**src/rtl/picorv_mem_xbar.sv**
```systemverilog
// picorv_mem_xbar: region-decoded picorv32 memory fabric with timeout watchdog and error responder
module picorv_mem_xbar #(
    parameter int          NumSlaves     = 4,
    parameter int          RegionShift   = 28,
    parameter int          TimeoutCycles = 255,
    parameter logic [31:0] ErrorData     = 32'hDEADBEEF
) (
    input  logic                    clk_i,
    input  logic                    reset_ni,
    input  logic                    mem_valid_i,
    input  logic [31:0]             mem_addr_i,
    input  logic [31:0]             mem_wdata_i,
    input  logic [3:0]              mem_wstrb_i,
    output logic [31:0]             mem_rdata_o,
    output logic                    mem_ready_o,
    output logic [NumSlaves-1:0]    s_valid_o,
    output logic [31:0]             s_addr_o,
    output logic [31:0]             s_wdata_o,
    output logic [3:0]              s_wstrb_o,
    input  logic [32*NumSlaves-1:0] s_rdata_i,
    input  logic [NumSlaves-1:0]    s_ready_i,
    output logic                    err_o,
    output logic [31:0]             err_addr_o,
    output logic [15:0]             err_count_o
);
    localparam int IW = 32 - RegionShift;
    localparam int CW = $clog2(TimeoutCycles + 1);

    typedef enum logic [1:0] {IDLE, ACCESS, RESPOND} state_e;

    state_e                 state_q, state_d;
    logic [CW-1:0]          cnt_q, cnt_d;
    logic [NumSlaves-1:0]   valid_q, valid_d;
    logic [31:0]            addr_q, addr_d, wdata_q, wdata_d, rdata_q, rdata_d;
    logic [3:0]             wstrb_q, wstrb_d;
    logic                   ready_q, ready_d, err_q, err_d;
    logic [31:0]            err_addr_q, err_addr_d;
    logic [15:0]            err_cnt_q, err_cnt_d;
    logic [IW-1:0]          idx;
    logic                   mapped, sel_ready;
    logic [31:0]            sel_rdata;

    assign idx       = mem_addr_i[31:RegionShift];
    assign mapped    = 33'(idx) < 33'(NumSlaves);
    // valid_q is one-hot, so masking the ready/data buses selects the active slave
    assign sel_ready = |(s_ready_i & valid_q);

    always_comb begin
        sel_rdata = '0;
        for (int k = 0; k < NumSlaves; k++)
            sel_rdata = sel_rdata | (valid_q[k] ? s_rdata_i[32*k +: 32] : 32'h0);
    end

    always_comb begin
        state_d    = state_q;
        cnt_d      = cnt_q;
        valid_d    = valid_q;
        addr_d     = addr_q;
        wdata_d    = wdata_q;
        wstrb_d    = wstrb_q;
        rdata_d    = rdata_q;
        ready_d    = 1'b0;
        err_d      = 1'b0;
        err_addr_d = err_addr_q;
        err_cnt_d  = err_cnt_q;
        case (state_q)
            IDLE: begin
                cnt_d = '0;
                if (mem_valid_i) begin
                    addr_d  = mem_addr_i;
                    wdata_d = mem_wdata_i;
                    wstrb_d = mem_wstrb_i;
                    if (mapped) begin
                        valid_d = NumSlaves'(1) << idx;
                        state_d = ACCESS;
                    end else begin
                        rdata_d    = ErrorData;
                        ready_d    = 1'b1;
                        err_d      = 1'b1;
                        err_addr_d = mem_addr_i;
                        err_cnt_d  = (err_cnt_q == 16'hFFFF) ? err_cnt_q : err_cnt_q + 16'd1;
                        state_d    = RESPOND;
                    end
                end
            end
            ACCESS: begin
                cnt_d = cnt_q + CW'(1);
                if (sel_ready) begin
                    valid_d = '0;
                    rdata_d = sel_rdata;
                    ready_d = 1'b1;
                    state_d = RESPOND;
                end else if (cnt_q == CW'(TimeoutCycles - 1)) begin
                    valid_d    = '0;
                    rdata_d    = ErrorData;
                    ready_d    = 1'b1;
                    err_d      = 1'b1;
                    err_addr_d = addr_q;
                    err_cnt_d  = (err_cnt_q == 16'hFFFF) ? err_cnt_q : err_cnt_q + 16'd1;
                    state_d    = RESPOND;
                end
            end
            RESPOND: begin
                cnt_d   = '0;
                state_d = IDLE;
            end
            default: state_d = IDLE;
        endcase
    end

    always_ff @(posedge clk_i or negedge reset_ni) begin
        if (!reset_ni) begin
            state_q    <= IDLE;
            cnt_q      <= '0;
            valid_q    <= '0;
            addr_q     <= '0;
            wdata_q    <= '0;
            wstrb_q    <= '0;
            rdata_q    <= '0;
            ready_q    <= 1'b0;
            err_q      <= 1'b0;
            err_addr_q <= '0;
            err_cnt_q  <= '0;
        end else begin
            state_q    <= state_d;
            cnt_q      <= cnt_d;
            valid_q    <= valid_d;
            addr_q     <= addr_d;
            wdata_q    <= wdata_d;
            wstrb_q    <= wstrb_d;
            rdata_q    <= rdata_d;
            ready_q    <= ready_d;
            err_q      <= err_d;
            err_addr_q <= err_addr_d;
            err_cnt_q  <= err_cnt_d;
        end
    end

    assign mem_rdata_o = rdata_q;
    assign mem_ready_o = ready_q;
    assign s_valid_o   = valid_q;
    assign s_addr_o    = addr_q;
    assign s_wdata_o   = wdata_q;
    assign s_wstrb_o   = wstrb_q;
    assign err_o       = err_q;
    assign err_addr_o  = err_addr_q;
    assign err_count_o = err_cnt_q;
endmodule

```
**config.mk**
```make
export PLATFORM = sky130hd
export DESIGN_NAME = picorv_mem_xbar
export DESIGN_NICKNAME = d
export VERILOG_FILES = /design/src/rtl/picorv_mem_xbar.sv
export SDC_FILE = /design/constraint.sdc
export NUM_CORES = 1
export LEC_CHECK = 0
export ABC_CLOCK_PERIOD_IN_PS = 5200
export BUFFER_PORTS_ARGS = -buffer_cell sky130_fd_sc_hd__buf_2
export CORE_AREA = 2 2 139 141
export CTS_CLUSTER_DIAMETER = 50
export DETAILED_ROUTE_END_ITERATION = 8
export DIE_AREA = 0 0 141 143
export PLACE_DENSITY = 0.67
export SLEW_MARGIN = 20
export SYNTH_ARGS = -nofsm -noshare
export SYNTH_HDL_FRONTEND = slang
export SYNTH_SLANG_ARGS = --single-unit
```
**constraint.sdc**
```tcl
create_clock -name clk_i -period 5.2 [get_ports clk_i]
set_input_delay 0 -clock clk_i [delete_from_list [all_inputs] [get_ports clk_i]]
set_output_delay 0 -clock clk_i [all_outputs]
set_load 0.01 [all_outputs]
```
After elaboration in Yosys (flattened, before gate mapping)
Index checks and enable logic that the tools add are counted.

storage, ports and cells
  register bits after elaboration = 164
  latch bits = 0
  bits in writable memories = 0
  ROM bits = 0
  output and inout bits = 154
  word-level logic and storage cells = 77
  memories = 0

cells by class
  $add $sub $neg = 2
  multipliers = 0
  div/mod/pow operators = 0
  magnitude comparators = 1
  equal/unequal tests = 10
  shift operators = 1
  multiplexer cells = 38
  bitwise gates (word level) = 4
  reductions and logical operators = 10

operators with widths
  operator                                                               count
  32-bit 2-to-1 mux                                                      12
  32-bit case mux with 2 select lines                                    2
  32-bit OR                                                              3
  16-bit 2-to-1 mux                                                      5
  16-bit case mux with 2 select lines                                    1
  16-bit by 1-bit adder with 16-bit output (second input constant)       1
  16-bit equality test (second input constant)                           1
  4-bit 2-to-1 mux                                                       4
  8-bit case mux with 2 select lines                                     1
  2-bit inequality test (second input constant)                          5
  8-bit by 1-bit adder with 8-bit output (second input constant)         1
  8-bit equality test (second input constant)                            1
  2-bit 2-to-1 mux                                                       4
  4-bit case mux with 2 select lines                                     1
  4-bit AND reduction                                                    2
  1-bit 2-to-1 mux                                                       5
  5-bit AND reduction                                                    1
  4-bit AND                                                              1
  4-bit by 3-bit < comparator with 1-bit output (second input constant)  1
  1-bit case mux with 2 select lines                                     2
  2-bit case mux with 2 select lines                                     1
  2-bit AND reduction                                                    2
  2-bit nonzero test                                                     2
  4-bit OR reduction                                                     1
  other kinds (6)                                                        6

Depth between registers and ports, before layout
Gate-level depths: netlist of run 1.

  word-level depth = 6
  depth in mapped cells = 9
  depth with buffers taken out = 7

Worst setup path after synthesis of run 1
Ideal clock, no wire load.

  kind = register to register
  start = reg valid_q[2] (netlist: s_valid_o[2])
  end = reg err_cnt_q[11] (netlist: err_count_o[11])
  arrival time = 1.907 ns
  required time = 5.074 ns
  slack = 3.167 ns
  stages on the path, launching flop included = 7
  buffers on the path = 1
  period minus slack after synthesis = 2.033 ns
  cells stage by stage = dfrtp_1 buf_6 a22o_1 o41a_1 nor4_4 nand4_1 xnor2_1

between the ends
  longest elaborated chain between the ends = 4

ends and longest elaborated chain
  what                                    RTL line  source
  from (decl)                             33        logic [NumSlaves-1:0] valid_q, valid_d;
  from (signal assigned)                  127       valid_q <= valid_d;
  4-bit AND                               46        assign sel_ready = |(s_ready_i & valid_q);
  4-bit OR reduction                      46
  2-bit inequality test (no source line)  -
  5-bit AND reduction (no source line)    -
  to (signal assigned)                    135       err_cnt_q <= err_cnt_d;
  to (decl)                               38        logic [15:0] err_cnt_q, err_cnt_d;

Every way passes these cells.
A chain may end at the register's enable or synchronous reset.

Final worst setup path of run 1
  start = reg valid_q[0] (netlist: s_valid_o[0])
  end = reg err_addr_q[23] (netlist: err_addr_o[23])

between the ends
  longest elaborated chain between the ends = 4

ends and longest elaborated chain
  what                                    RTL line  source
  4-bit AND                               46
  4-bit OR reduction                      46
  2-bit inequality test (no source line)  -
  5-bit AND reduction (no source line)    -
  to (signal assigned)                    134       err_addr_q <= err_addr_d;
  to (decl)                               37        logic [31:0] err_addr_q, err_addr_d;

Every way passes these cells.

==> results of run 1 <==
-- critical path: cells and delay by family (launching register included) --
family / cells / cell delay (ns)
AO/OA/AOI/OAI: 3 / 0.96
flip-flops: 1 / 0.65
AND/OR/NAND/NOR: 2 / 0.38
buffers and inverters: 1 / 0.50
-- final cells by class --
type / instances / area, um2 / share of cell area [%]
inverters: 10 / 37.54 / 0.3362
clock inverters: 10 / 121.4 / 1.087
clock buffers: 22 / 464.2 / 4.158
flip-flops and latches: 164 / 4106 / 36.78
multi-input cells: 400 / 2933 / 26.27
diodes: 3 / 7.507 / 0.06724
well taps: 234 / 292.8 / 2.622
repair buffers: 500 / 3202 / 28.68
-- Yosys cell counts (all sizes together), types with 7 or more instances --
cell type,count
nand3,11
o22ai,8
a2bb2oi,24
buf,16
nand2,72
nand4,9
a22o,34
a221oi,32
xnor2,17
mux2,73
dfrtp,164
inv,10
nor2,36
a31oi,32
clkbuf,31
o21ai,7
and2,8
-- metal layers --
layer  track usage [%]  wire, um  share of wire, %  vias up
li1                  -         -                 -     3245
met1             27.55      9404                41     3312
met2             38.61     11870                51      252
met3             5.466      1352               5.8       38
met4             8.000       544               2.3        0
met5                 0         0                 0        -
-- flip-flops by register name, summed over array words and instances (netlist names) --
name and flops:
cnt_q 8, err_addr_o 32, err_count_o 16, err_o 1
mem_rdata_o 32, mem_ready_o 1, s_addr_o 32, s_valid_o 4
s_wdata_o 32, s_wstrb_o 4, state_q 2
-- worst max-delay path by stage --
stage          depth (start not counted)                startpoint                           to
2_1_floorplan                          6  s_valid_o[2]$_DFFE_PN0P_  err_count_o[11]$_DFFE_PN0P_
3_3_place_gp                           6  s_valid_o[0]$_DFFE_PN0P_   err_addr_o[25]$_DFFE_PN0P_
3_5_place_dp                           6  s_valid_o[0]$_DFFE_PN0P_   err_addr_o[22]$_DFFE_PN0P_
4_1_cts                                6  s_valid_o[0]$_DFFE_PN0P_    err_addr_o[0]$_DFFE_PN0P_
5_1_grt                                6  s_valid_o[0]$_DFFE_PN0P_    err_addr_o[0]$_DFFE_PN0P_
6_report                               6  s_valid_o[0]$_DFFE_PN0P_   err_addr_o[23]$_DFFE_PN0P_
-- power groups by stage --
stage	clock network, mW	logic, mW	registers [mW]
3_5_place_dp	0	2.39	2.22
3_3_place_gp	0	2.35	2.21
4_1_cts	1.29	2.61	2.21
2_1_floorplan	0	1.22	2.41
5_1_grt	1.35	2.81	2.30
6_report	1.26	2.59	2.22
-- through the flow --
step | instances | util [%]
3_5_place_dp | 1175 | 49.72
4_1_cts | 1340 | 60.03
2_1_floorplan | 621 | -
3_3_place_gp | 1175 | 49.72
5_1_grt | 1341 | 60.06
6_report | 1343 | 60.09
-- placed cells by master (no fill, tap or decap), types with 3 or more instances in the layout --
cell type                       count
sky130_fd_sc_hd__a221oi_1          32
sky130_fd_sc_hd__a22o_1            34
sky130_fd_sc_hd__a2bb2oi_1         24
sky130_fd_sc_hd__a31oi_1           32
sky130_fd_sc_hd__and2_1             7
sky130_fd_sc_hd__and3_1             6
sky130_fd_sc_hd__buf_2            355
sky130_fd_sc_hd__buf_4             11
sky130_fd_sc_hd__clkbuf_1           3
sky130_fd_sc_hd__clkbuf_16         17
sky130_fd_sc_hd__dfrtp_1          162
sky130_fd_sc_hd__diode_2            3
sky130_fd_sc_hd__dlygate4sd3_1    133
sky130_fd_sc_hd__ha_1               3
sky130_fd_sc_hd__inv_1             10
sky130_fd_sc_hd__inv_6              3
sky130_fd_sc_hd__mux2_2            72
sky130_fd_sc_hd__nand2_1           72
sky130_fd_sc_hd__nand2b_1           3
sky130_fd_sc_hd__nand3_1           11
sky130_fd_sc_hd__nand4_1            9
sky130_fd_sc_hd__nor2_1            35
sky130_fd_sc_hd__o21ai_0            5
sky130_fd_sc_hd__o22ai_1            8
sky130_fd_sc_hd__xnor2_1           17
-- repair_timing --
| action | 4_1_cts | 5_1_grt |
|---|---|---|
| hold endpoints to repair | 184 | 0 |
| hold buffers | 133 | 0 |
| resized for setup | 0 | 0 |
-- cell families after synthesis --
family | synth area share (%)
xor+xnor | 2.291
mux | 11.45
simple gates | 10.33
buf+inv | 3.393
fa+ha+maj | 0.5168
compound gates | 15.52
flops | 56.49
==> summary.log, run 1 <==
INFO  clock_network  postcts_setup_bufs=0
INFO  flow_run       cap_violations=0
INFO  critical_path  crit_path_arrival_time=2.94ns
INFO  run_status     run_status=finished, final reports clean
INFO  synth          netlist_area=7264um2
INFO  pwr            sequentialPowerShare=36.6%
INFO  sta            timing.final.max_slew_violations=0
INFO  sta            max_freq=0.3830GHz
INFO  pwr            report.power.total=6.074mW
INFO  synth          postSynthAreaPerCell=11.70um2
INFO  placement      total_placed_instance_area=9238um2
INFO  clock_network  ctsRootBufferMaster=sky130_fd_sc_hd__clkbuf_16
INFO  global_routing grt_overflow_total=0
INFO  pwr            internal_power=3.866mW
INFO  global_routing grt_max_degree=68
INFO  hold_path      worst_hold_path.num_cells=4
INFO  floorplanning  floorplan.initialDensity=39.10%
INFO  clock_network  cts_tree=built
INFO  placement      detailedPlacementHpwl=15580um
INFO  floorplanning  core-area=18580um2
INFO  global_routing first_global_vias=6856
INFO  synth          synth_seq_area_share=56.49%
INFO  routing        dr.pass1.iters=7
INFO  synth          synth_area_leaders=sky130_fd_sc_hd__dfrtp_1 (56%), sky130_fd_sc_hd__mux2_2 (11%), sky130_fd_sc_hd__a22o_1 (4.1%), sky130_fd_sc_hd__a221oi_1 (3.9%), sky130_fd_sc_hd__nand2_1 (3.7%)
INFO  sta            rsz_0062_raised_after_global_routing=false
INFO  critical_path  crit-reg2reg-launch=s_valid_o[0]$_DFFE_PN0P_
INFO  pwr            pwr-share-comb=42.7%
INFO  global_routing initial_antenna_violation_count=3
INFO  layout         finished_layout_cell_area=11160um2
INFO  pwr            total_switching_power=2.208mW
INFO  sta            worst_margin_pin_slew=0.8490ns
INFO  critical_path  reg2regPathDepth=6
INFO  sta            setup_tns=0ns
INFO  pwr            power.density_cell_area=544.0nW/um2
INFO  placement      dp_worst_setup_slack=2.273ns
INFO  sta            period_needed=2.611ns
INFO  layout         fill_cells=1565
INFO  sta            setup_skew_after_layout=0.01046ns
INFO  layout         drive_gt1_share=43.13%
INFO  synth          synthCells=621
INFO  clock_network  htree_num_levels=4
INFO  critical_path  setup.reg_to_reg.worst_slack=2.59ns
INFO  critical_path  critical_path_class=flip-flop to flip-flop
INFO  clock_network  cts_inserted_buffers=17
INFO  synth          yosys_most_used_dff=sky130_fd_sc_hd__dfrtp_1
INFO  pwr            power.switching_fraction=36.35%
INFO  pwr            power.ir.vdd_worst=0.2999mV
INFO  floorplanning  io_pins=357
INFO  clock_network  worst_skew_pair.late_latency=0.42ns
INFO  hold_path      holdCritStartpoint=s_ready_i[1]
INFO  clock_network  clock_sinks=164
INFO  routing        route.antenna.remaining_nets=0
INFO  sta            timing_hold_violations_final=0
INFO  clock_network  cts-root-to-sink-buffers=2
INFO  floorplanning  full_die_area=20160um2
INFO  synth          yosysUniqueCellTypes=45
INFO  critical_path  crit_path_max_incr_delay=0.65ns
INFO  sta            setup_viol=0
INFO  critical_path  reg2reg_to=err_addr_o[23]$_DFFE_PN0P_
INFO  floorplanning  fp.dieW=141um
INFO  routing        route.detailed.vias_per_inst=5.098
INFO  sta            setup_ws=2.589ns
INFO  layout         syn2layout_area_growth=53.69%
INFO  pwr            power_frac_clock=20.7%
INFO  synth          synth.ff_latch_count=164
INFO  routing        wire_per_inst=17.25um
INFO  floorplanning  floorplan.die.height=143um
INFO  hold_path      worstHoldEndpoint=state_q[0]$_DFFE_PN0P_
INFO  critical_path  critical_path_required=5.53ns
INFO  layout         post_layout_nets=1299
INFO  pwr            leakagePower=5.104nW
INFO  synth          yosys_warnings=0
INFO  sta            worst_hold_slack=0.04522ns
INFO  synth          netlist.top_cell.by_area=sky130_fd_sc_hd__dfrtp_1
INFO  routing        drtIter0Drc=306
INFO  critical_path  worst_path_fanout_max=55
INFO  routing        vias_after_detailed_routing=6847
INFO  synth          synthArstFlopShare=100.0%
INFO  routing        drc=0
INFO  placement      globalplace.congestion=0.8118
INFO  critical_path  chain_of_cells_forming_the_critical_path=a22o_1, o41a_1, nor2_4, buf_4, nor2_1, a31oi_1
INFO  placement      buffer_ports.inserted=356
INFO  routing        final_routed_wirelength=23170um
INFO  sta            finalCritPeriodShare=50.22%
INFO  synth          yosysTopAreaCellShare=56.49%
INFO  hold_path      worstHoldPathType=primary input to flip-flop
INFO  global_routing first_pass_grt_wire_length=35550um
INFO  global_routing gr-usage-all-layers=22.41%
INFO  floorplanning  number_of_rows_in_the_core_area=50
INFO  synth          count_of_flip_flops_with_a_built_in_enable_after_synthesis=0
INFO  critical_path  endpoint_kind=flip-flop
INFO  critical_path  worst_path_max_delay_cell=sky130_fd_sc_hd__dfrtp_2
INFO  synth          syn_nets=827
INFO  sta            timing.max_slew.rel_slack=43.40%
INFO  clock_network  clk_pin_slew_worst_paths=0.06ns
INFO  critical_path  worst_setup_path_start_kind=flip-flop
No activity file was read; power rests on OpenSTA's default activity.
==> inputs of run 2 (changes only) <==
==> config.mk (replaced) <==
export PLATFORM = sky130hd
export DESIGN_NAME = picorv_mem_xbar
export DESIGN_NICKNAME = d
export VERILOG_FILES = /design/src/rtl/picorv_mem_xbar.sv
export SDC_FILE = /design/constraint.sdc
export NUM_CORES = 1
export LEC_CHECK = 0
export ABC_AREA = 1
export ABC_CLOCK_PERIOD_IN_PS = 2620
export BUFFER_PORTS_ARGS = -buffer_cell sky130_fd_sc_hd__buf_2
export CORE_ASPECT_RATIO = 0.75
export CORE_MARGIN = 2
export CORE_UTILIZATION = 47
export CTS_CLUSTER_DIAMETER = 50
export DETAILED_ROUTE_END_ITERATION = 8
export PLACE_DENSITY = 0.77
export SLEW_MARGIN = 20
export SYNTH_ARGS = -nofsm -noshare
export SYNTH_HDL_FRONTEND = slang
export SYNTH_SLANG_ARGS = --single-unit
==> constraint.sdc (replaced) <==
create_clock -name clk_i -period 2.62 [get_ports clk_i]
set_input_delay 0 -clock clk_i [delete_from_list [all_inputs] [get_ports clk_i]]
set_output_delay 0 -clock clk_i [all_outputs]
set_load 0.01 [all_outputs]
==> run 2 against run 1 <==
Against the previous run:
- clock power up 110%
- maximum frequency up 12%
- synthesized cell count up 58%
- total power up 87%
- first-iteration DRC count up 140%
- non-clock buffer count up 1
- cell area up 4.1%
- routed wire length up 12%
- critical path type unchanged
- critical endpoint is now s_valid_o[1]$_DFFE_PN0P_
==> summary.log, run 2 <==
INFO  run_status     run_status=finished, final reports clean
INFO  clock_network  cts_tree=built
INFO  synth          netlist.top_cell.by_area=sky130_fd_sc_hd__dfrtp_1
INFO  layout         fill_cells=1199 [-23%]
INFO  pwr            power.ir.vdd_worst=0.5804mV [+93%]
INFO  synth          synth_xor_xnor_area_share=1.123% [-1.2 points]
INFO  layout         syn2layout_area_growth=49.11%
INFO  critical_path  reg2reg_to=s_valid_o[1]$_DFFE_PN0P_
INFO  critical_path  endpoint_kind=flip-flop
INFO  placement      buffer_ports.inserted=356 [unchanged]
INFO  synth          yosysTopAreaCellShare=52.64% [-3.9 points]
INFO  clock_network  clock_sinks=164 [unchanged]
INFO  global_routing first_global_vias=8134 [+19%]
INFO  pwr            leakagePower=6.027nW [+18%]
INFO  critical_path  cp_num_buf_inv=3 [+2]
INFO  critical_path  worst_path_fanout_max=58 [+5.5%]
INFO  synth          synth_commonest_cells=sky130_fd_sc_hd__nand2_1 (399), sky130_fd_sc_hd__dfrtp_1 (164), sky130_fd_sc_hd__o21ai_0 (95)
INFO  hold_path      holdCritStartpoint=s_ready_i[3]
INFO  global_routing grt_max_degree=68 [unchanged]
INFO  routing        route.detailed.vias_per_inst=5.151 [+1.0%]
INFO  clock_network  cts_inserted_buffers=17 [unchanged]
INFO  routing        drtIter0Drc=748 [+140%]
INFO  critical_path  crit_top_cell=sky130_fd_sc_hd__inv_2
INFO  global_routing initial_antenna_violation_count=0 [-3]
INFO  floorplanning  fp.dieW=152.7um [+8.3%]
INFO  routing        wire_per_inst=15.49um [-10%]
INFO  synth          synth_seq_area_share=52.64% [-3.9 points]
INFO  sta            timing.final.max_slew_violations=0 [unchanged]
INFO  layout         post_layout_nets=1655 [+27%]
INFO  placement      detailedPlacementHpwl=17070um [+9.5%]
INFO  global_routing gr-usage-all-layers=28.44% [+6.0 points]
INFO  floorplanning  io_pins=357 [unchanged]
INFO  critical_path  worst_path_max_delay_cell=sky130_fd_sc_hd__inv_2
INFO  routing        drc=0 [unchanged]
INFO  sta            setup_viol=0 [unchanged]
INFO  synth          synthCells=980 [+58%]
INFO  routing        dr.pass1.iters=6 [-1]
INFO  layout         mostFrequentLayoutCell=sky130_fd_sc_hd__nand2_1
INFO  critical_path  reg2regPathDepth=6 [unchanged]
INFO  global_routing grt_overflow_total=0 [unchanged]
INFO  clock_network  postcts_setup_bufs=0 [unchanged]
INFO  floorplanning  core-area=16120um2 [-13%]
INFO  routing        route.antenna.remaining_nets=0 [unchanged]
INFO  layout         filler_free_cell_count_of_the_finished_design=1674 [+25%]
INFO  global_routing use_met3=5.722% [+0.26 points]
INFO  placement      globalplace.congestion=0.9105 [+12%]
INFO  synth          synth_compound_gate_area_share=13.10% [-2.4 points]
INFO  hold_path      worstHoldEndpoint=state_q[0]$_DFFE_PN0P_
INFO  critical_path  worst_setup_path_start_kind=flip-flop
INFO  synth          count_of_flip_flops_with_a_built_in_enable_after_synthesis=0 [unchanged]
INFO  sta            rsz_0062_raised_after_global_routing=false
INFO  clock_network  ctsRootBufferMaster=sky130_fd_sc_hd__clkbuf_16
INFO  synth          yosys_most_used_dff=sky130_fd_sc_hd__dfrtp_1
INFO  sta            timing_hold_violations_final=0 [unchanged]
INFO  floorplanning  floorplan.initialDensity=48.38% [+9.3 points]
INFO  clock_network  cts-root-to-sink-buffers=2 [unchanged]
INFO  synth          yosys_warnings=0 [unchanged]
INFO  synth          synth.ff_latch_count=164 [unchanged]
INFO  flow_run       cap_violations=0 [unchanged]
INFO  sta            timing.max_slew.rel_slack=44.13% [+0.73 points]
INFO  clock_network  clk_pin_slew_worst_paths=0.06ns [about the same]
INFO  synth          yosys-mux-area-fraction=0% [-11 points]
INFO  floorplanning  floorplan.die.height=115.5um [-19%]
INFO  layout         drive_gt1_share=28.59% [-15 points]
INFO  synth          yosysUniqueCellTypes=29 [-36%]
INFO  global_routing grt-busiest-layer=met2
INFO  critical_path  crit_path_arrival_time=2.67ns [-0.27 ns]
INFO  synth          synth_area_leaders=sky130_fd_sc_hd__dfrtp_1 (53%), sky130_fd_sc_hd__nand2_1 (19%), sky130_fd_sc_hd__o21ai_0 (6.1%), sky130_fd_sc_hd__a21oi_1 (3.0%), sky130_fd_sc_hd__inv_1 (2.6%)
INFO  clock_network  post_cts.resized_instances=0 [unchanged]
INFO  critical_path  chain_of_cells_forming_the_critical_path=inv_2, nor2_4, inv_2, nand4_1, dlygate4sd3_1, o21ai_0
INFO  synth          synth_top_family_by_area=simple AND/OR/NAND/NOR gates
INFO  synth          postSynthAreaPerCell=7.955um2 [-32%]
INFO  hold_path      worst_hold_path.num_cells=6 [+2]
INFO  routing        vias_after_detailed_routing=8623 [+26%]
INFO  floorplanning  number_of_rows_in_the_core_area=40 [-20%]
INFO  hold_path      worstHoldPathType=primary input to flip-flop
INFO  layout         layout_common_cells=sky130_fd_sc_hd__nand2_1 (399), sky130_fd_sc_hd__buf_2 (355), sky130_fd_sc_hd__dfrtp_1 (164)
INFO  sta            worst_margin_pin_slew=0.8369ns [-0.01217 ns]
INFO  global_routing grt.met1_usage=37.00% [+9.4 points]
INFO  critical_path  critical_path_class=flip-flop to flip-flop
INFO  floorplanning  full_die_area=17640um2 [-12%]
INFO  critical_path  crit_path_max_incr_delay=0.62ns [-0.03 ns]
INFO  synth          post_synth_and_or_nand_nor_area_fraction=25.82% [+15 points]
INFO  sta            period_needed=2.328ns [-0.2829 ns]
INFO  clock_network  worst_skew_pair.late_latency=0.43ns [about the same]
INFO  clock_network  htree_num_levels=4 [unchanged]
INFO  global_routing first_pass_grt_wire_length=40320um [+13%]
INFO  sta            setup_tns=0ns [unchanged]
INFO  synth          netlist_area=7796um2 [+7.3%]
INFO  placement      numPlacedInstances=1506 [+28%]
INFO  clock_network  postCtsHoldBufs=134 [+0.75%]
INFO  synth          yosysMostFrequentCell=sky130_fd_sc_hd__nand2_1
INFO  layout         util_after_layout=72.14% [+12 points]
INFO  critical_path  cp_top_family=buffers and inverters
INFO  synth          synthArstFlopShare=100.0% [unchanged]
INFO  synth          synth_fa_ha_area_share=0.4815% [-0.035 points]
INFO  pwr            power.density_cell_area=975.9nW/um2 [+79%]
INFO  sta            setup_skew_after_layout=0.01014ns [-0.0003154 ns]
INFO  synth          syn_nets=1186 [+43%]
INFO  sta            max_freq=0.4295GHz [+12%]
INFO  global_routing grt_util_met2=47.00% [+8.4 points]
INFO  critical_path  critical_path_required=2.96ns [-2.57 ns]
INFO  critical_path  crit-reg2reg-launch=state_q[0]$_DFFE_PN0P_
INFO  critical_path  setup.reg_to_reg.worst_slack=0.29ns [-2.30 ns]
INFO  routing        final_routed_wirelength=25940um [+12%]
INFO  sta            finalCritPeriodShare=88.87% [+39 points]
## run 2: worst reg2reg max path, stage by stage (launching register included)
cell                            delay [ns]
sky130_fd_sc_hd__dfrtp_1              0.44
sky130_fd_sc_hd__inv_2                0.17
sky130_fd_sc_hd__nor2_4               0.08
sky130_fd_sc_hd__inv_2                0.62
sky130_fd_sc_hd__nand4_1              0.19
sky130_fd_sc_hd__dlygate4sd3_1        0.61
sky130_fd_sc_hd__o21ai_0              0.15
## run 2: layout make-up
type,count,area [um2],share of cell area (%)
Multi-Input combinational cell,705,3162,27.20
Clock buffer,17,425.4,3.659
Inverter,60,225.2,1.937
Clock inverter,15,191.4,1.647
Tap cell,210,262.8,2.260
Antenna cell,2,5.005,0.04305
Sequential cell,164,4104,35.30
Timing Repair Buffer,501,3249,27.95
## run 2: routing by layer
layer	vias to the layer above	wire length (um)
met4	0	996
met5	-	0
li1	4094	-
met3	95	2013
met2	437	12320
met1	3997	10600
## run 2: worst max-delay path by stage
stage                          startpoint                          end  depth (start not counted)
2_1_floorplan  err_count_o[0]$_DFFE_PN0P_   err_count_o[6]$_DFFE_PN0P_                          9
3_3_place_gp       state_q[0]$_DFFE_PN0P_  mem_rdata_o[24]$_DFFE_PN0P_                          7
3_5_place_dp       state_q[0]$_DFFE_PN0P_   mem_rdata_o[8]$_DFFE_PN0P_                          7
4_1_cts            state_q[0]$_DFFE_PN0P_     s_valid_o[1]$_DFFE_PN0P_                          6
5_1_grt            state_q[0]$_DFFE_PN0P_     s_valid_o[1]$_DFFE_PN0P_                          6
6_report           state_q[0]$_DFFE_PN0P_     s_valid_o[1]$_DFFE_PN0P_                          6
## run 2: power breakdown
group          switching (mW)  internal, mW
sequential              0.656          3.53
combinational            2.67          1.87
clock                    1.09          1.53
total                    4.42          6.92
## run 2: logic make-up (layout without fill, tap and decap cells)
| logic type | Yosys count | count (layout) |
|---|---|---|
| compound gates | 191 | 191 |
| simple gates | 501 | 501 |
| other cells | 0 | 2 |
| fa+ha+maj | 3 | 3 |
| xor+xnor | 10 | 10 |
| flops | 164 | 164 |
| buf+inv | 111 | 593 |
## run 2: stage by stage
stage          cell area [um2]  hold WS, ns  setup slack, ns  power [mW]
2_1_floorplan             7796      -0.2956            1.002       6.549
3_3_place_gp              9662     -0.04546           0.6928       8.166
3_5_place_dp              9662     -0.04268           0.5654       8.281
4_1_cts                  11620      0.04596           0.2854       11.34
5_1_grt                  11620      0.08535          0.09051       12.11
6_report                 11620      0.06108           0.2917       11.35
==> inputs of run 3 (changes only) <==
--- a/config.mk
+++ b/config.mk
@@ -10,10 +10,12 @@
 export BUFFER_PORTS_ARGS = -buffer_cell sky130_fd_sc_hd__buf_2
 export CORE_ASPECT_RATIO = 0.75
 export CORE_MARGIN = 2
-export CORE_UTILIZATION = 47
+export CORE_UTILIZATION = 40
 export CTS_CLUSTER_DIAMETER = 50
+export CTS_CLUSTER_SIZE = 20
 export DETAILED_ROUTE_END_ITERATION = 8
-export PLACE_DENSITY = 0.77
+export GPL_ROUTABILITY_DRIVEN = 0
+export PLACE_DENSITY = 0.67
 export SLEW_MARGIN = 20
 export SYNTH_ARGS = -nofsm -noshare
 export SYNTH_HDL_FRONTEND = slang
==> run 3 against run 2 <==
Against the previous run:
- critical path depth increased by 2
- cell count up 2.6%
- first-iteration DRC count shrank 20%
- total power shrank 1.7%
- sequential power shrank 1%
- critical endpoint is now err_count_o[7]$_DFFE_PN0P_
- highest routed layer unchanged
==> summary.log, run 3 (synthesis gave the netlist of run 2 again) <==
INFO  run_status     run_status=finished, final reports clean
INFO  clock_network  clk_pin_slew_worst_paths=0.07ns [about the same]
INFO  pwr            total_switching_power=4.459mW [+0.81%]
INFO  layout         drive_gt1_share=28.57% [about the same]
INFO  clock_network  htree_num_levels=4 [unchanged]
INFO  sta            rsz_0062_raised_after_global_routing=false
INFO  floorplanning  io_pins=357 [unchanged]
INFO  sta            setup_viol=0 [unchanged]
INFO  routing        wl_met3=1849um [-8.1%]
INFO  critical_path  crit_path_max_incr_delay=0.44ns [-0.18 ns]
INFO  pwr            power.ir.vdd_worst=0.5194mV [-11%]
INFO  critical_path  endpoint_kind=flip-flop
INFO  critical_path  critical_path_required=2.92ns [-0.04 ns]
INFO  sta            period_needed=1.936ns [-0.3925 ns]
INFO  critical_path  crit_path_arrival_time=2.24ns [-0.43 ns]
INFO  floorplanning  core-area=19210um2 [+19%]
INFO  routing        route.detailed.vias_per_inst=4.832 [-6.2%]
INFO  clock_network  post_cts.resized_instances=0 [unchanged]
INFO  clock_network  worst_skew_pair.late_latency=0.43ns [about the same]
INFO  routing        max_layer_used=met4
INFO  sta            timing.max_slew.rel_slack=57.62% [+13 points]
INFO  floorplanning  floorplan.initialDensity=40.58% [-7.8 points]
INFO  hold_path      worstHoldPathType=primary input to flip-flop
INFO  global_routing grt_overflow_total=0 [unchanged]
INFO  global_routing grt_max_degree=101 [+49%]
INFO  routing        route.antenna.remaining_nets=0 [unchanged]
INFO  routing        drc=0 [unchanged]
INFO  clock_network  postcts_setup_bufs=0 [unchanged]
INFO  routing        wire_length_on_met2=11510um [-6.6%]
INFO  routing        final_routed_wirelength=25050um [-3.4%]
INFO  pwr            pwr-share-comb=40.4% [+0.4 points]
INFO  clock_network  cts_inserted_buffers=17 [unchanged]
INFO  sta            setup_tns=0ns [unchanged]
INFO  sta            setup_skew_after_layout=0.01470ns [+0.004552 ns]
INFO  clock_network  ctsRootBufferMaster=sky130_fd_sc_hd__clkbuf_16
INFO  critical_path  worst_path_max_delay_cell=sky130_fd_sc_hd__dfrtp_1
INFO  pwr            sequentialPowerShare=37.1% [+0.2 points]
INFO  routing        drtIter0Drc=596 [-20%]
INFO  floorplanning  floorplan.die.height=124.9um [+8.1%]
INFO  layout         layout_common_cells=sky130_fd_sc_hd__nand2_1 (399), sky130_fd_sc_hd__buf_2 (355), sky130_fd_sc_hd__dfrtp_1 (164)
INFO  pwr            power_frac_clock=22.5% [-0.6 points]
INFO  sta            finalCritPeriodShare=73.89% [-15 points]
INFO  floorplanning  full_die_area=20630um2 [+17%]
INFO  critical_path  crit_top_cell=sky130_fd_sc_hd__nand2_1
INFO  critical_path  cp_top_family=simple AND/OR/NAND/NOR gates
INFO  sta            timing_hold_violations_final=0 [unchanged]
INFO  placement      buffer_ports.inserted=356 [unchanged]
INFO  layout         syn2layout_area_growth=49.72%
INFO  global_routing gr-usage-all-layers=24.03% [-4.4 points]
INFO  critical_path  cp_num_buf_inv=0 [-3]
INFO  pwr            power.density_cell_area=955.3nW/um2 [-2.1%]
INFO  critical_path  worst_path_fanout_max=17 [-71%]
INFO  routing        wl_met1=10820um [+2.0%]
INFO  pwr            leakagePower=6.024nW [about the same]
INFO  pwr            power.switching_fraction=39.99% [+1.0 points]
INFO  critical_path  critical_path_class=flip-flop to flip-flop
INFO  placement      detailedPlacementHpwl=16680um [-2.3%]
INFO  clock_network  cts_tree=built
INFO  layout         util_after_layout=60.75% [-11 points]
INFO  sta            timing.final.max_slew_violations=0 [unchanged]
INFO  layout         post_layout_nets=1656 [+0.060%]
INFO  sta            max_freq=0.5166GHz [+20%]
INFO  pwr            report.power.total=11.15mW [-1.7%]
INFO  clock_network  postCtsHoldBufs=135 [+0.75%]
INFO  routing        wire_per_inst=14.59um [-5.8%]
INFO  flow_run       cap_violations=0 [unchanged]
INFO  critical_path  worst_setup_path_start_kind=flip-flop
INFO  sta            worst_margin_pin_slew=0.6352ns [-0.2017 ns]
INFO  sta            worst_hold_slack=0.07206ns [+0.01097 ns]
INFO  floorplanning  number_of_rows_in_the_core_area=44 [+10%]
INFO  clock_network  clock_sinks=164 [unchanged]
INFO  global_routing initial_antenna_violation_count=1 [+1]
INFO  routing        vias_after_detailed_routing=8297 [-3.8%]
INFO  global_routing first_global_vias=7887 [-3.0%]
INFO  global_routing first_pass_grt_wire_length=39400um [-2.3%]
INFO  layout         mostFrequentLayoutCell=sky130_fd_sc_hd__nand2_1
INFO  clock_network  cts-root-to-sink-buffers=2 [unchanged]
INFO  critical_path  chain_of_cells_forming_the_critical_path=ha_1, nand2_1, nor2_2, nand2_2, o21ai_4, nor2_4, nand2_1, nand2_1
INFO  floorplanning  fp.dieW=165.2um [+8.2%]
INFO  pwr            internal_power=6.692mW [-3.3%]
INFO  routing        dr.pass1.iters=5 [-1]
==> run 3: changes by cell type in the layout (fill, tap and decap cells not counted), sizes merged <==
cell,before,now
clkinv,2,7
inv,68,67
bufinv,3,0
dlygate4sd3,134,135
diode,2,1
clkinvlp,2,1
==> run 3: worst paths after layout <==
path	start	end	slack [ns]	depth (start not counted)
min in group asynchronous	reset_ni	err_count_o[13]$_DFFE_PN0P_	0.09	2
max reg2reg	err_count_o[0]$_DFFE_PN0P_	err_count_o[7]$_DFFE_PN0P_	0.68	8
min reg2reg	s_wdata_o[25]$_DFFE_PN0P_	s_wdata_o[25]$_DFFE_PN0P_	0.47	2
min	s_ready_i[3]	state_q[0]$_DFFE_PN0P_	0.07	6
max	err_count_o[0]$_DFFE_PN0P_	err_count_o[7]$_DFFE_PN0P_	0.68	8
max in group asynchronous	reset_ni	mem_rdata_o[17]$_DFFE_PN0P_	1.66	3
==> run 3: final cells by class <==
| type | instances | area, um2 |
|---|---|---|
| fillers | 1681 | 7541 |
| flip-flops and latches | 164 | 4104 |
| repair buffers | 502 | 3259 |
| multi-input cells | 705 | 3162 |
| clock buffers | 17 | 425.4 |
| well taps | 253 | 316.6 |
| inverters | 60 | 225.2 |
| clock inverters | 15 | 177.7 |
| diodes | 1 | 2.502 |
==> run 3: per-stage QoR <==
step | instances | area [um2] | setup slack, ns
after floorplan | 980 | 7796 | 1.002
after global placement | 1549 | 9716 | 0.8060
after detailed placement | 1549 | 9716 | 0.7160
after CTS | 1716 | 11670 | 0.7120
after global routing | 1717 | 11670 | 0.5430
final | 1717 | 11670 | 0.6842
==> run 3: power groups by stage <==
stage               sequential, mW  combinational (mW)  clock [mW]
finish                        4.14                4.51        2.50
global route                  4.27                5.04        2.69
CTS                           4.13                4.51        2.57
detailed placement            4.16                4.11           0
global placement              4.15                4.03           0
floorplan                     4.60                1.95           0
==> run 3: worst register-to-register path, delay by kind of cell, from the launching register on <==
| kind | cells | cell delay, ns |
|---|---|---|
| AOI/OAI and AO/OA | 1 | 0.41 |
| adders and majority gates | 1 | 0.30 |
| DFF | 1 | 0.44 |
| and+or+nand+nor | 6 | 0.66 |
==> run 3: layer usage <==
layer,global-route usage (%),up-vias
met4,9.974,0
met3,5.361,71
met2,38.82,347
met5,0,-
met1,31.17,3790
li1,-,4089
